--- config.mk ---
export PLATFORM = sky130hd
export DESIGN_NAME = std_rr_arbiter
export DESIGN_NICKNAME = d
export VERILOG_FILES = /design/src/rtl/std_rr_arbiter.sv
export SDC_FILE = /design/constraint.sdc
export NUM_CORES = 1
export LEC_CHECK = 0
export ABC_AREA = 1
export BUFFER_PORTS_ARGS = -buffer_cell sky130_fd_sc_hd__buf_4
export CORE_AREA = 3 3 40 42
export CTS_CLUSTER_SIZE = 25
export DETAILED_ROUTE_END_ITERATION = 8
export DIE_AREA = 0 0 43 45
export PLACE_DENSITY = 0.39
export RECOVER_POWER = 50
export REMOVE_ABC_BUFFERS = 1
export SLEW_MARGIN = 40
export SYNTH_ARGS = -nofsm -noshare
export SYNTH_HDL_FRONTEND = slang
export SYNTH_SLANG_ARGS = --single-unit
--- constraint.sdc ---
create_clock -name i_clk -period 1 [get_ports i_clk]
set_input_delay 0.15 -clock i_clk [delete_from_list [all_inputs] [get_ports i_clk]]
set_output_delay 0.15 -clock i_clk [all_outputs]
set_load 0.03 [all_outputs]
--- src/rtl/std_rr_arbiter.sv ---
// -----------------------------------------------------------------------------
// std_rr_arbiter
//
// Round-robin arbiter for ENTRIES requesters. It drives a one-hot grant and a
// binary grant index, both suitable as the select of a one-hot or binary mux.
// A registered priority pointer rotates past each acknowledged winner. With
// KEEP_RESULT = 1 the first valid grant is frozen in flops until i_ack, so the
// mux selection cannot move while the consumer is still working on it.
//
// Ports:
//   i_clk          clock
//   i_rst          asynchronous, active-high reset
//   i_clear        synchronous clear of the pointer and the hold state
//   i_request      one request bit per entry
//   i_ack          the granted transfer completed this cycle
//   o_valid        the grant is meaningful
//   o_grant        one-hot grant, all-zero when o_valid = 0
//   o_grant_index  binary index of the granted entry, 0 when o_valid = 0
// -----------------------------------------------------------------------------
module std_rr_arbiter #(
    parameter int ENTRIES     = 2,
    parameter int KEEP_RESULT = 1,
    localparam int INDEX_WIDTH = (ENTRIES <= 1) ? 1 : $clog2(ENTRIES)
) (
    input  logic                   i_clk,
    input  logic                   i_rst,
    input  logic                   i_clear,
    input  logic [ENTRIES-1:0]     i_request,
    input  logic                   i_ack,
    output logic                   o_valid,
    output logic [ENTRIES-1:0]     o_grant,
    output logic [INDEX_WIDTH-1:0] o_grant_index
);

    // Priority pointer and grant-hold state.
    logic [INDEX_WIDTH-1:0] r_ptr;
    logic                   r_held;
    logic [ENTRIES-1:0]     r_held_grant;
    logic [INDEX_WIDTH-1:0] r_held_index;

    // Combinational arbitration result and the selection actually presented.
    logic                   w_any;
    logic [INDEX_WIDTH-1:0] w_arb_index;
    logic [ENTRIES-1:0]     w_arb_grant;
    logic                   w_valid;
    logic [INDEX_WIDTH-1:0] w_sel_index;
    logic [ENTRIES-1:0]     w_sel_grant;
    logic [INDEX_WIDTH-1:0] w_next_ptr;

    // The rotating scan ptr, ptr+1, ... wrapping at ENTRIES is split into two
    // plain priority searches: the lowest requester at or above ptr wins; if
    // there is none, the lowest requester overall wins (the wrapped part).
    // Scanning from the top down and overwriting leaves the lowest match.
    always_comb begin : arb_scan
        logic                   v_hi_found;
        logic                   v_lo_found;
        logic [INDEX_WIDTH-1:0] v_hi;
        logic [INDEX_WIDTH-1:0] v_lo;
        // NOTE: every variable gets a value before any conditional code, so
        // no path through this block can leave one unassigned and infer a latch.
        v_hi_found = 1'b0;
        v_lo_found = 1'b0;
        v_hi       = '0;
        v_lo       = '0;
        for (int i = ENTRIES - 1; i >= 0; i--) begin
            if (i_request[i]) begin
                v_lo_found = 1'b1;
                v_lo       = INDEX_WIDTH'(i);
                if (i >= int'(r_ptr)) begin
                    v_hi_found = 1'b1;
                    v_hi       = INDEX_WIDTH'(i);
                end
            end
        end
        w_any       = v_lo_found;
        w_arb_index = v_hi_found ? v_hi : v_lo;
    end

    // One-hot decode of the winner; all-zero when nothing is requested.
    always_comb begin
        w_arb_grant = '0;
        for (int i = 0; i < ENTRIES; i++) begin
            w_arb_grant[i] = w_any && (w_arb_index == INDEX_WIDTH'(i));
        end
    end

    // In HOLD the outputs come straight from flops; i_request is ignored.
    assign w_valid     = r_held | w_any;
    assign w_sel_index = r_held ? r_held_index : w_arb_index;
    assign w_sel_grant = r_held ? r_held_grant : w_arb_grant;

    // Pointer moves just past the winner, wrapping at ENTRIES rather than at
    // 2^INDEX_WIDTH so non-power-of-two sizes stay fair.
    assign w_next_ptr = (int'(w_sel_index) >= ENTRIES - 1) ? '0
                                                           : w_sel_index + INDEX_WIDTH'(1);

    // Outputs are forced low while reset is asserted, so an asynchronous reset
    // mid-transfer removes the grant at once even with requests still high.
    assign o_valid       = !i_rst && w_valid;
    assign o_grant       = i_rst ? '0 : w_sel_grant;
    assign o_grant_index = i_rst ? '0 : w_sel_index;

    // NOTE: state flops use non-blocking assignments so every register samples
    // the pre-edge values, independent of statement order.
    always_ff @(posedge i_clk or posedge i_rst) begin
        if (i_rst) begin
            r_ptr        <= '0;
            r_held       <= 1'b0;
            r_held_grant <= '0;
            r_held_index <= '0;
        end else if (i_clear) begin
            // Clear beats a simultaneous ack.
            r_ptr  <= '0;
            r_held <= 1'b0;
        end else if (w_valid && i_ack) begin
            r_ptr  <= w_next_ptr;
            r_held <= 1'b0;
        end else if (w_valid && (KEEP_RESULT != 0) && !r_held) begin
            r_held       <= 1'b1;
            r_held_grant <= w_arb_grant;
            r_held_index <= w_arb_index;
        end
    end

endmodule

**Yosys cells after proc, flatten, opt, wreduce, memory -nomap -nowiden**

Cells that the tools add are included.
W data, S select, Z words.

- $lt $le $gt $ge: 2
- $add $sub $neg: 1
- Muxes and demuxes: 18
- Bitwise operators: 4
- Reductions and logical operators: 10

Operator list:

| kind | count |
|---|---|
| $mux W1 | 16 |
| $logic_and A1 B1 Y1 | 5 |
| $mux W2 | 2 |
| $not A1 Y1 | 3 |
| $reduce_and A3 Y1 | 1 |
| $reduce_bool A3 Y1 | 1 |
| $logic_not A1 Y1 | 2 |
| $reduce_bool A2 Y1 | 1 |
| $add A1 B1 Y1 const B | 1 |
| $ge A1 B1 Y1 const A | 1 |
| $ge A1 B1 Y1 const B | 1 |
| $or A1 B1 Y1 | 1 |

- Register bits: 5
- Input port bits: 6
- Word-level logic and storage cells: 39

**Longest topological paths before layout**

Gate-level depths: netlist of run 1.

- Depth in word-level cells: 9
- Gate-level depth with buffers: 6
- Depth with buffers taken out: 6

**Worst setup path before layout of run 1**

No wires, ideal clock.

- Kind: reg2out
- From: register r_held
- To: output port o_grant[0]
- Buffers on the path: 0
- Arrival: 1315 ps
- Required time: 850 ps
- Setup slack: -465 ps
- Cell stages (with the launch flop): 5
- Cell sequence: dfrtp_1 -> inv_2 -> a21oi_2 -> o21ai_1 -> nor2_1

- Cells in the longest elaborated chain, start to end: 2

Ends and longest elaborated chain:

| item | RTL line | source |
|---|---|---|
| start, declared | 37 | `logic r_held;` |
| start signal, assigned | 108 | `r_held <= 1'b0;` |
| start signal, assigned | 114 | `r_held <= 1'b0;` |
| start signal, assigned | 117 | `r_held <= 1'b0;` |
| $mux W2 | 90 | `assign w_sel_grant = r_held ? r_held_grant : w_arb_grant;` |
| $mux W2 | 100 | `assign o_grant = i_rst ? '0 : w_sel_grant;` |
| end, declared | 31 | `output logic [ENTRIES-1:0] o_grant,` |

Every way passes these cells.

**Final worst setup path of run 1**

- From: register r_ptr
- To: output port o_grant[0]

- Cells in the longest elaborated chain, start to end: 8

Ends and longest elaborated chain:

| item | RTL line | source |
|---|---|---|
| start, declared | 36 | `logic [INDEX_WIDTH-1:0] r_ptr;` |
| start signal, assigned | 116 | `r_ptr <= w_next_ptr;` |
| $ge A1 B1 Y1 * | 69 | `if (i >= int'(r_ptr)) begin` |
| $mux W1 | 69 |  |
| $mux W1 | 66 | `if (i_request[i]) begin` |
| $mux W1 * | 76 | `w_arb_index = v_hi_found ? v_hi : v_lo;` |
| $not A1 Y1 * | 83 | `w_arb_grant[i] = w_any && (w_arb_index == INDEX_WIDTH'(i));` |
| $logic_and A1 B1 Y1 * | 83 |  |
| $mux W2 * | 90 |  |
| $mux W2 * | 100 |  |

Every way passes the cells marked *; elsewhere a longest branch is shown, timed or not.

==> flow_summary.toml, run 1 <==
[status]
status = "complete, but fails checks"
violations = "negative setup slack"

[drt]
routedWlPerCell_um = 9.141
ant_nets = 0
vias = 330
first_pass_iters = 4
drt-initial-drc-count = 10
wl_um = 713
drc = 0
vias_per_cell = 4.231

[cts]
clk_pin_slew_ns = 0.05
cts_tree = "yes"
worstSkewPairLatency_ns = 0.25
htree_num_levels = 1
clock_path_buffers = 2
cts_buffers = 3
clock-root-buffer = "clkbuf_4"
clock_sinks = 5

[layout]
area_growth_pct = 66.26
instances_no_fill = 78
antenna_cells_inserted = 0
final_layout_size_suffix_gt1_share_pct = 46.03
fin_nets = 70

[timing]
finalMaxSlewViolations = 0
rsz0062_at_grt = "yes"
slew_headroom_pct = 87.25
setup_violations = 9
hold_viol = 0
max_clock_freq_mhz = 761.1
min_period_ns = 1.314
fin_skew_ns = 0.004108
fin_crit_sh_pct = 131.4
worstMarginPinSlew_ns = 0.1906
hold_ws_ns = 0.1887
finalWorstSetupSlack_ns = -0.3138

[critical_path]
rr_endpoint = "r_held_grant[0]"
rrSetupSlack_ns = -0.09
critPathMaxFanout = 4
reg2reg_depth = 6
start_kind = "flip-flop"
crit_arrival_ns = 1.16
startpoint = "r_ptr"
r2r-start = "r_held"
criticalPathCategory = "flip-flop to primary output"
critical_path_required_ns = 0.85
crit_path_end = "o_grant[0]"
cp-end-kind = "primary output"

[flow_run]
cap_violations = 0

[power_and_ir_drop]
peakVddDrop_mv = 0.6080
power.leakage_nw = 0.2873
power_density_nw_per_um2 = 1330

[global_route]
track_usage_pct = 8.885
grt_pass1_wl_mm = 1.200
antenna_found_initial = 0
grt_max_degree = 6
grt-ovfl-total = 0
grt_pass1_vias = 297

[placed_design]
dp_cells = 71
hpwl_um = 545.3
place.gp.congestion = 0.7583
port-buffer-count = 9

[synth]
synth.most_common_cell = "nand2_1"
netlist_top_cells_count = "nand2_1 (14), inv_1 (10), dfrtp_1 (5)"
synth_xor_area_share_pct = 0
ys_seq_area_share_pct = 40.65
yosysTopAreaCellShare_pct = 40.65
synth_compound_area_share_pct = 10.98
yosys.area_share.simple_pct = 34.96
synthCells = 44
synth_top_family_by_area = "simple AND/OR/NAND/NOR gates"
yosys_warnings = 0
synth.area.mux_share_pct = 0
synth_cell_types = 11
async_flop_share_pct = 100.0
synth_flop_cell = "dfrtp_1"
synth_edf_count = 0
ys_ff_latch = 5
syn_avg_cell_area_um2 = 6.995
ys_top_cells_by_area = "dfrtp_1 (41%), nand2_1 (17%), inv_1 (12%), nand4_4 (6.9%), nand3_1 (6.5%)"
synth_fa_ha_area_share_pct = 0
synth_top_cell_by_area = "dfrtp_1"
syn_area_um2 = 307.8

[die]
core_area_um2 = 1285
start_util_pct = 23.95
io_pins = 10
die-area_um2 = 1935
rows = 13
fp.dieH_um = 45
die_x_um = 43

[min_path]
hold_class = "input port to flip-flop"
holdPathStages = 4
hp-start = "i_ack"
[kinds of logic (layout without fill, tap and decap cells)]
family	after synthesis	after routing
flip-flops	5	5
buffers and inverters	11	30
AND/OR/NAND/NOR	22	22
AO/OA/AOI/OAI	6	6
[power breakdown]
group	leakage, nW	switching (mW)	total (mW)	internal, mW
registers	0.0646	0.0150	0.245	0.230
clock network	0.0150	0.0889	0.240	0.151
logic	0.208	0.108	0.195	0.0873
[stage by stage]
stage	power (mW)	cell area (um2)	TNS [ns]	util, %	setup slack, ns
after floorplan	0.3420	307.8	-1.021	-	-0.4647
after global placement	0.4108	416.7	-0.3036	32.42	-0.1434
after detailed placement	0.4068	416.7	-0.2334	32.42	-0.09565
after CTS	0.6916	504.2	-1.424	39.24	-0.3145
after global routing	0.7291	511.7	-2.096	39.82	-0.4324
final	0.6805	511.7	-1.421	39.82	-0.3138
[worst min-delay path by stage]
| stage | to | slack, ns |
|---|---|---|
| final | r_ptr | 0.19 |
| after global routing | r_ptr | 0.21 |
| after CTS | r_ptr | 0.18 |
| after detailed placement | r_ptr | 0.09 |
| after global placement | r_ptr | 0.10 |
| after floorplan | r_held | -0.07 |
[placed cells by master, fill, tap and decap left out]
cell type      synthesis  layout
nand2_1               14      11
buf_4                  0      11
inv_1                 10       9
dfrtp_1                5       5
nand2_2                1       4
a21oi_2                1       3
o21ai_1                3       3
clkbuf_4               0       3
buf_6                  0       3
inv_2                  1       2
nor2_1                 2       2
nand3_1                4       2
nand4_4                1       1
nand3_2                0       1
nand3_4                0       1
clkbuf_1               0       1
dlygate4sd3_1          0       1
[worst max-delay path, stage by stage, from the launching register on]
cell,delay [ns]
dfrtp_1,0.37
inv_1,0.06
nand2_2,0.07
nand3_4,0.11
inv_1,0.04
nor2_1,0.10
buf_4,0.17
[sequential cells by signal, indices dropped and copies added, names as in the netlist]
| signal | cells |
|---|---|
| r_held | 1 |
| r_held_grant | 2 |
| r_held_index | 1 |
| r_ptr | 1 |
[metal layers]
layer,global-route usage [%],wire (um),vias to the layer above
met1,9.828,332,144
met4,9.036,24,0
li1,-,-,174
met3,3.187,51,2
met5,0,0,-
met2,12.87,306,10
[repair_timing]
item                                   CTS  global route
hold buffers                             1             0
pin swaps                                4             5
endpoints found under the hold margin    5             0
gates resized for setup                  9             3
buffers inserted                         2             0
setup endpoints to repair                4             9
[final cells by class]
type                    instances  area (um2)
clock buffers                   4       26.28
fillers                       132       773.2
inverters                      11       41.29
multi-input cells              28       173.9
flip-flops and latches          5       125.1
well taps                      15       18.77
repair buffers                 15       126.4
Power figures use the tool's default switching activity.
==> inputs of run 2 (changes only) <==
Clock period 1 ns to 1.5 ns, I/O delays scaled along.
==> run 2 against run 1 <==
  * The flow now finishes without violations
  * Clock power is 34% lower
  * Critical endpoint is now o_grant_index
  * Power down 36%
  * Non-clock buffer count down 3
  * Register-to-register slack better by 0.58 ns
==> flow_summary.toml, run 2 (synthesis results as in run 1) <==
[placed_design]
hpwl_um = 563.9
place_area_um2 = 394.1
port-buffer-count = 9
place.gp.congestion = 0.6221
dp_cells = 68

[critical_path]
criticalPathCategory = "flip-flop to primary output"
critical_path_required_ns = 1.27
rrSetupSlack_ns = 0.49
rr_endpoint = "r_ptr"
r2r-start = "r_held"
reg2reg_depth = 6
start_kind = "flip-flop"
critPathMaxFanout = 5
crit_arrival_ns = 1.21
cp-end-kind = "primary output"

[cts]
worstSkewPairLatency_ns = 0.24
cts_buffers = 3
clock_sinks = 5
htree_num_levels = 1
clock-root-buffer = "clkbuf_4"
cts_tree = "yes"
clk_pin_slew_ns = 0.05
clock_path_buffers = 2

[die]
io_pins = 10
fp.dieH_um = 45
rows = 13
die-area_um2 = 1935
start_util_pct = 23.95
core_area_um2 = 1285
die_x_um = 43

[status]
status = "completed"

[timing]
max_clock_freq_mhz = 698.2
finalMaxSlewViolations = 0
hold_viol = 0
slew_headroom_pct = 85.76
worstMarginPinSlew_ns = 0.2135
fin_skew_ns = 0.005337
setup_violations = 0
fin_crit_sh_pct = 95.49
min_period_ns = 1.432
finalSetupTns_ns = 0

[layout]
final_common_cell = "nand2_1"
instances_no_fill = 75
area_growth_pct = 49.59
largest_reg_flops = 2
final_layout_size_suffix_gt1_share_pct = 33.33
final_area_um2 = 460.4
largest_register = "r_held_grant"
fillCellCount = 149
antenna_cells_inserted = 0
most-common-layout-cells = "nand2_1 (13), inv_1 (10), buf_4 (10)"
fin_nets = 67

[min_path]
hp-start = "i_ack"
min_to = "r_ptr"
hold_class = "input port to flip-flop"
holdPathStages = 4

[global_route]
antenna_found_initial = 0
grt_pass1_wl_mm = 1.228
track_usage_pct = 9.190
grt_max_degree = 6
grt-ovfl-total = 0
grt_pass1_vias = 283

[power_and_ir_drop]
peakVddDrop_mv = 0.3738
power.leakage_nw = 0.2658
power_density_nw_per_um2 = 938.8
finalPower_uw = 432.2

[drt]
ant_nets = 0
vias = 309
drt-initial-drc-count = 8
drc = 0
first_pass_iters = 3
wl_um = 697
vias_per_cell = 4.120
routedWlPerCell_um = 9.293

[flow_run]
cap_violations = 0
-- run 2: power breakdown --
| group | switching (mW) | total (mW) | internal (mW) |
|---|---|---|---|
| logic | 0.0654 | 0.110 | 0.0450 |
| clock network | 0.0569 | 0.158 | 0.101 |
| registers | 0.0109 | 0.164 | 0.153 |
-- run 2: final cells by class --
class / count / area [um2] / area share, %
multi-input cells: 28 / 160.2 / 34.78
flip-flops and latches: 5 / 125.1 / 27.17
repair buffers: 12 / 88.84 / 19.29
inverters: 11 / 41.29 / 8.967
clock buffers: 4 / 26.28 / 5.707
well taps: 15 / 18.77 / 4.076
-- run 2: how the worst max path moves through the flow --
stage / end / from / cells after the start
finish: o_grant_index / r_held / 4
global route: o_grant_index / r_held / 4
CTS: o_grant_index / r_held / 4
detailed placement: o_grant[1] / r_held / 4
global placement: o_grant[1] / r_held / 4
floorplan: o_grant[0] / r_held / 4
-- run 2: layer usage --
layer	track usage, %	routed length [um]	vias to the layer above
met2	12.57	308	10
li1	-	-	165
met5	0	0	-
met3	5.179	62	2
met4	5.422	11	0
met1	11.19	315	132
-- run 2: what timing repair did --
action                                  4_1_cts  5_1_grt
hold endpoints to repair                      5        0
buffers inserted                              0        2
endpoints found under the setup margin        0        3
gates resized for setup                       0        4
hold buffers                                  1        0
-- run 2: per-stage QoR --
stage / hold WS [ns] / utilization [%] / worst slack, ns
detailed placement: 0.1724 / 30.67 / 0.2796
global route: 0.2769 / 35.83 / -0.006703
CTS: 0.2621 / 33.50 / 0.006077
floorplan: 0.003521 / - / -0.03968
global placement: 0.1722 / 30.67 / 0.2611
finish: 0.2670 / 35.83 / 0.06771
-- run 2: worst max-delay path: stages, from the launching register on --
cell and delay [ns]:
dfrtp_1 0.39, inv_2 0.14, nand3_4 0.11, a21oi_1 0.15, buf_4 0.18
